## src/rtl/run_ctrl_pkg.sv

```systemverilog
// rtl/run_ctrl_pkg.sv - shared state encoding and default sizes for run_controller
package run_ctrl_pkg;

    typedef enum logic [2:0] {
        IDLE,
        INIT,
        RUN,
        REPORT,
        FINISHED
    } run_state_t;

    localparam int DEF_NUM_PROGS = 3;
    localparam int DEF_CNT_W     = 16;

endpackage

```

## src/rtl/run_controller.sv

```systemverilog
// rtl/run_controller.sv - sequences the core through its programs, timing each run
// and reporting results through a four-phase Start/Ack handshake.
module run_controller
    import run_ctrl_pkg::*;
#(
    parameter int          NUM_PROGS  = DEF_NUM_PROGS,
    parameter int          CNT_W      = DEF_CNT_W,
    parameter int unsigned MAX_CYCLES = 50000,
    localparam int         PID_W      = (NUM_PROGS > 1) ? $clog2(NUM_PROGS) : 1
) (
    input  logic             CLK,
    input  logic             Init,
    input  logic             Start,
    input  logic             Core_done,
    output logic             Core_init,
    output logic             Busy,
    output logic             Ack,
    output logic [PID_W-1:0] Prog_id,
    output logic [CNT_W-1:0] Cycle_count,
    output logic             Timeout,
    output logic             All_done
);

    localparam logic [CNT_W-1:0] W_MAX     = CNT_W'(MAX_CYCLES);
    localparam logic [PID_W-1:0] LAST_PROG = PID_W'(NUM_PROGS - 1);

    run_state_t       r_state;
    run_state_t       w_next_state;
    logic [CNT_W-1:0] r_count;
    logic [CNT_W-1:0] w_count_inc;
    logic [PID_W-1:0] r_prog;
    logic             r_timeout;

    always_comb begin
        w_next_state = r_state;
        w_count_inc  = r_count + CNT_W'(1);
        case (r_state)
            IDLE:     if (Start) w_next_state = INIT;
            INIT:     w_next_state = RUN;
            // Done takes priority over the budget on the cycle the limit would be hit.
            RUN:      if (Core_done || (w_count_inc == W_MAX)) w_next_state = REPORT;
            REPORT:   if (!Start) w_next_state = (r_prog == LAST_PROG) ? FINISHED : IDLE;
            FINISHED: w_next_state = FINISHED;
            default:  w_next_state = IDLE;
        endcase
    end

    always_ff @(posedge CLK) begin
        if (Init) begin
            r_state   <= IDLE;
            r_count   <= '0;
            r_prog    <= '0;
            r_timeout <= 1'b0;
        end else begin
            r_state <= w_next_state;
            case (r_state)
                IDLE: begin
                    // Results are cleared on entry to INIT so they read 0 during the pulse.
                    if (Start) begin
                        r_count   <= '0;
                        r_timeout <= 1'b0;
                    end
                end
                RUN: begin
                    if (Core_done) begin
                        r_timeout <= 1'b0;
                    end else begin
                        r_count   <= w_count_inc;
                        r_timeout <= (w_count_inc == W_MAX);
                    end
                end
                REPORT: begin
                    if (!Start && (r_prog != LAST_PROG)) r_prog <= r_prog + PID_W'(1);
                end
                default: ;
            endcase
        end
    end

    assign Core_init   = (r_state == INIT);
    assign Busy        = (r_state == INIT) || (r_state == RUN);
    assign Ack         = (r_state == REPORT);
    assign All_done    = (r_state == FINISHED);
    assign Prog_id     = r_prog;
    assign Cycle_count = r_count;
    assign Timeout     = r_timeout;

endmodule

```

## config.mk

```make
export PLATFORM = sky130hd
export DESIGN_NAME = run_controller
export DESIGN_NICKNAME = d
export VERILOG_FILES = /design/src/rtl/run_ctrl_pkg.sv /design/src/rtl/run_controller.sv
export SDC_FILE = /design/constraint.sdc
export NUM_CORES = 1
export LEC_CHECK = 0
export CAP_MARGIN = 20
export CORE_MARGIN = 2
export CORE_UTILIZATION = 40
export CTS_CLUSTER_DIAMETER = 30
export DETAILED_ROUTE_END_ITERATION = 10
export GPL_ROUTABILITY_DRIVEN = 0
export SYNTH_ARGS = -nofsm -noshare
export SYNTH_HDL_FRONTEND = slang
export SYNTH_SLANG_ARGS = --single-unit
```

## constraint.sdc

```tcl
create_clock -name CLK -period 4.37 [get_ports CLK]
set_clock_uncertainty 0.1 [all_clocks]
set_input_delay 0.874 -clock CLK [delete_from_list [all_inputs] [get_ports CLK]]
set_output_delay 0.874 -clock CLK [all_outputs]
set_load 0.005 [all_outputs]
```

==> results.cfg, run 1 <==
[floorplanning]
core_um2 = 3340
die_area_um2 = 3990
io_pins = 27
rows = 21
die_w_um = 63.2
initial_core_util_pct = 42.0
die_y_um = 63.2

[critical_path]
r2r_end = r_state[0]
cp.depth = 2
max_stage_delay_ns = 0.55
crit_slowest_cell = clkdlybuf4s50_1
rr_worst_depth = 7
cp.arrival_ns = 1.58
r2r-start = Cycle_count[0]
critPathBufInv = 1
critPathTopFamily = buffers and inverters
end_kind = primary output
critPathMaxFanout = 5
reg2reg_slack_ns = 1.91
start_kind = register
critical_path_class = register to primary output
timing.critical_path.cells = nor3b_1 > clkdlybuf4s50_1
required_ns = 3.40

[placed_design]
dpl_cell_area_um2 = 1660
hpwl_mm = 2.35
dp_cells = 238
port_buffers = 26
dpl_worst_slack_ns = 1.59

[finish]
fin_area_um2 = 1700
final_util_pct = 50.9
most-common-layout-cells = 27 x nor2_1, 26 x clkdlybuf4s50_1, 22 x dfxtp_1, 16 x a21oi_1, 15 x o21ai_0
multi_input_comb_area_um2 = 896
diodes = 0
stdcell_count = 242
seq_area_um2 = 440
layout_commonest_cell = nor2_1
areaGrowthSynthToFinish_pct = 21.3
nets = 204
n_fill_cell = 325
drive_gt1_share_pct = 7.65

[clock_tree]
cts_sinks = 22
clkLatencyLatePin_ns = 0.32
cts_tree = built
clk_pin_slew_ns = 0.13
h-tree-depth = 1
root_buffer = clkbuf_4
cts_resized = 0
cts_made_buffers = 3
hold_buffers = 0
clk_path_buf_depth = 2
cts_setup_buffers = 0

[route]
routed_via_density = 5.67
vias = 1371
first_iter_violations = 68
dr.pass1.iters = 4
wl_per_cell_um = 14.1
wirelength_mm = 3.40
drc = 0
antenna_left = 0

[synth]
seq_area_frac_synth_pct = 31.5
yosys_warnings = 0
synthCells = 176
synthArstFlopShare_pct = 0
avgSynthCellArea_um2 = 7.96
syn_area_um2 = 1400
ys_types = 48
syn_nets = 183
ys_ff_latch = 22
synthFlopType = dfxtp_1
synth-edff-count = 0

[power_and_ir_drop]
power.total_uw = 371
pwr-share-clk_pct = 31.4
power.internal_uw = 274
swShare_pct = 26.2
p_comb_share_pct = 12.5
ir_drop_mv = 0.111
power_switching_uw = 97.5
sequentialPowerShare_pct = 56.1
p_leak_nw = 0.549
power_per_cell_area_nw_per_um2 = 219

[outcome]
status = finished, final reports clean

[sta]
period_minus_slack_ns = 2.56
max_clock_freq_mhz = 391
rsz0062_at_grt = false
holdWs_ns = 0.378
slew_headroom_pct = 43.6
finalSetupViolCount = 0
hold_violations = 0
setup_ws_ns = 1.81
finalCritPeriodShare_pct = 58.5
finalSetupTns_ns = 0
maxSlewViolCount = 0
tightest_slew_ns = 0.844

[min_path]
whs_endpoint = Timeout
min-delay-start = Timeout
hold_depth = 2
hp-class = register to register

[global_route]
use_met3_pct = 3.21
grt_pass1_wl_mm = 5.76
antenna_found_initial = 0
met2_usage_pct = 29.3
first_global_vias = 1225
overflow = 0
grt_usage_pct = 17.8
grt_start_max_net_pins = 23
busiest_layer = met2
use_met1_pct = 23.4

[flow_run]
cap_violations = 0
-- worst max path at each step --
stage,start,endpoint
after global routing,r_state[1],Ack
after detailed placement,Core_done,Cycle_count[13]
after global placement,Core_done,Cycle_count[11]
after CTS,r_state[0],Core_init
final,r_state[0],Core_init
after floorplan,Cycle_count[0],r_state[0]
-- cells in the mapped netlist, types with 4 or more instances --
master,count,area share (%)
dfxtp_1,22,31
a311oi_1,4,2.5
xnor2_1,5,3.1
nand2_1,13,3.5
o21ai_0,15,5.4
nand3_1,7,2.5
nor4_1,4,1.8
a31oi_1,4,1.8
nor2_1,27,7.2
a21oi_1,16,5.7
clkbuf_1,4,1.1
-- registers in the layout (all words and copies together) (netlist names) --
| register | flops |
|---|---|
| Cycle_count | 16 |
| Prog_id | 2 |
| Timeout | 1 |
| r_state | 3 |
-- final cells by class --
type / instances / area share, %
clock buffer: 4 / 2.14
sequential: 22 / 25.9
multi-input combinational: 142 / 52.8
tap: 46 / 3.39
inverter: 2 / 0.442
timing repair buffer: 26 / 15.3
-- power groups by stage --
stage          registers, mW  logic (mW)  clock network (mW)
4_1_cts                0.208      0.0466               0.120
5_1_grt                0.209      0.0517               0.132
3_3_place_gp           0.213      0.0464                   0
3_5_place_dp           0.213      0.0462                   0
6_report               0.208      0.0464               0.117
2_1_floorplan          0.212      0.0280                   0
-- layer usage --
layer	routed length [um]	share of wire, %	vias to the layer above
li1	-	-	691
met1	1590	47	636
met2	1610	47	38
met3	162	4.8	6
met4	40	1.2	0
met5	0	0	-
-- tightest hold or removal path, cell delays in order (launching register included) --
cell and delay [ns]:
dfxtp_1 0.33, nand2_1 0.05, a21oi_1 0.06
-- kinds of logic after synthesis --
group	count (synthesis)	share of synthesized area (%)
simple gates	82	34.8
flops	22	31.5
mux	1	0.715
compound gates	49	21.4
xor+xnor	7	4.38
buf+inv	12	4.56
fa+ha+maj	3	2.68
No activity file was read; power rests on OpenSTA's default activity.
==> inputs of run 2 (changes only) <==
Clock period 4.37 ns to 2.5 ns, I/O delays scaled along.
==> run 2 against run 1 <==
Compared with the run above:
- core utilization rose by 2.2 points
- sequential share of layout area fell by 1.1 points
- non-clock buffer count rose by 10
- global-route usage rose by 1.3 points
- largest power group unchanged
- highest routed layer unchanged
- setup slack got worse by 1.5 ns
- cell count rose by 4.1%
- sequential power rose by 74%
- first-iteration DRC count rose by 31%
- die area did not move
- routed wire length rose by 2.4%
==> results.cfg, run 2 (same netlist as run 1, synthesis figures left out) <==
[outcome]
status = finished, final reports clean

[finish]
largest_reg_flops = 16
layout_commonest_cell = nor2_1
diodes = 0
nets = 214
fin_area_um2 = 1770
most-common-layout-cells = 27 x nor2_1, 26 x clkdlybuf4s50_1, 22 x dfxtp_1, 16 x a21oi_1, 15 x o21ai_0
drive_gt1_share_pct = 12.1
areaGrowthSynthToFinish_pct = 26.6

[critical_path]
timing.critical_path.cells = nand2_1 > nor2_1 > clkdlybuf4s50_1
max_stage_delay_ns = 0.52
end_kind = primary output
required_ns = 1.90
crit_slowest_cell = clkdlybuf4s50_1
cp.arrival_ns = 1.57
critPathMaxFanout = 7
critPathTopFamily = buffers and inverters
start_kind = register
critPathBufInv = 1
critical_path_class = register to primary output

[floorplanning]
core_um2 = 3340
initial_core_util_pct = 42.0
die_area_um2 = 3990
io_pins = 27
die_w_um = 63.2
rows = 21
die_y_um = 63.2

[global_route]
antenna_found_initial = 0
grt_pass1_wl_mm = 6.18
grt_start_max_net_pins = 13
overflow = 0
first_global_vias = 1394
grt_usage_pct = 19.1

[clock_tree]
clk_path_buf_depth = 2
h-tree-depth = 1
hold_buffers = 0
clk_pin_slew_ns = 0.12
clkLatencyLatePin_ns = 0.30
cts_resized = 0
cts_sinks = 22
cts_setup_buffers = 0
root_buffer = clkbuf_4
cts_made_buffers = 3
cts_tree = built

[sta]
maxSlewViolCount = 0
slew_headroom_pct = 64.6
finalSetupTns_ns = 0
finalCritPeriodShare_pct = 86.8
hold_violations = 0
max_clock_freq_mhz = 461
rsz0062_at_grt = false
period_minus_slack_ns = 2.17
tightest_slew_ns = 0.526
finalSetupViolCount = 0

[route]
wirelength_mm = 3.49
antenna_left = 0
dr.pass1.iters = 6
routed_via_density = 5.58
vias = 1406
drc = 0
wl_per_cell_um = 13.8
first_iter_violations = 89

[min_path]
hp-class = register to register

[power_and_ir_drop]
power_per_cell_area_nw_per_um2 = 369
p_leak_nw = 0.600
ir_drop_mv = 0.219
power.total_uw = 654

[placed_design]
dpl_cell_area_um2 = 1740
hpwl_mm = 2.66
port_buffers = 26

[flow_run]
cap_violations = 0
run 2: changes by cell type in the layout (fill, tap and decap cells not counted):
cell | previous run | this run
buf_4 | 0 | 10
run 2: path summary, 6_finish.rpt:
path	slack (ns)	to	startpoint	cells after the start
min reg2reg	0.36	Timeout	Timeout	2
min	0.36	Timeout	Timeout	2
max reg2reg	0.34	r_state[0]	Cycle_count[0]	7
max	0.33	Ack	r_state[1]	3
run 2: stage by stage:
step / setup WS (ns) / utilization, % / hold slack (ns) / instances
finish: 0.330 / 53.1 / 0.364 / 252
detailed placement: 0.204 / 52.0 / 0.351 / 248
global route: 0.171 / 53.1 / 0.424 / 252
global placement: 0.288 / 52.0 / 0.342 / 248
CTS: 0.309 / 53.1 / 0.369 / 252
floorplan: 0.476 / - / 0.348 / 176
run 2: area by class of cell:
cell class                      count  area (um^2)
Clock buffer                        4         36.3
Multi-Input combinational cell    142          896
Fill cell                         347         1560
Tap cell                           46         57.6
Sequential cell                    22          440
Timing Repair Buffer               36          335
Inverter                            2         7.51
run 2: per-layer routing:
metal	vias up	wire length (um)	track usage [%]	share of wire (%)
met5	-	0	0	0
met2	27	1790	34.4	51
met1	663	1550	23.0	44
met4	0	35	6.11	1.0
li1	712	-	-	-
met3	4	114	2.86	3.3
run 2: where the power goes:
part	total, mW	switching [mW]	leakage (nW)	internal (mW)
registers	0.362	0.00672	0.178	0.356
logic	0.0946	0.0514	0.401	0.0432
clock network	0.197	0.108	0.0210	0.0887
total	0.654	0.166	0.600	0.488
run 2: tightest hold or removal path: cells and delay by family, from the launching register on:
family | cells | cell delay, ns
AO/OA/AOI/OAI | 1 | 0.05
flip-flops | 1 | 0.33
AND/OR/NAND/NOR | 1 | 0.05
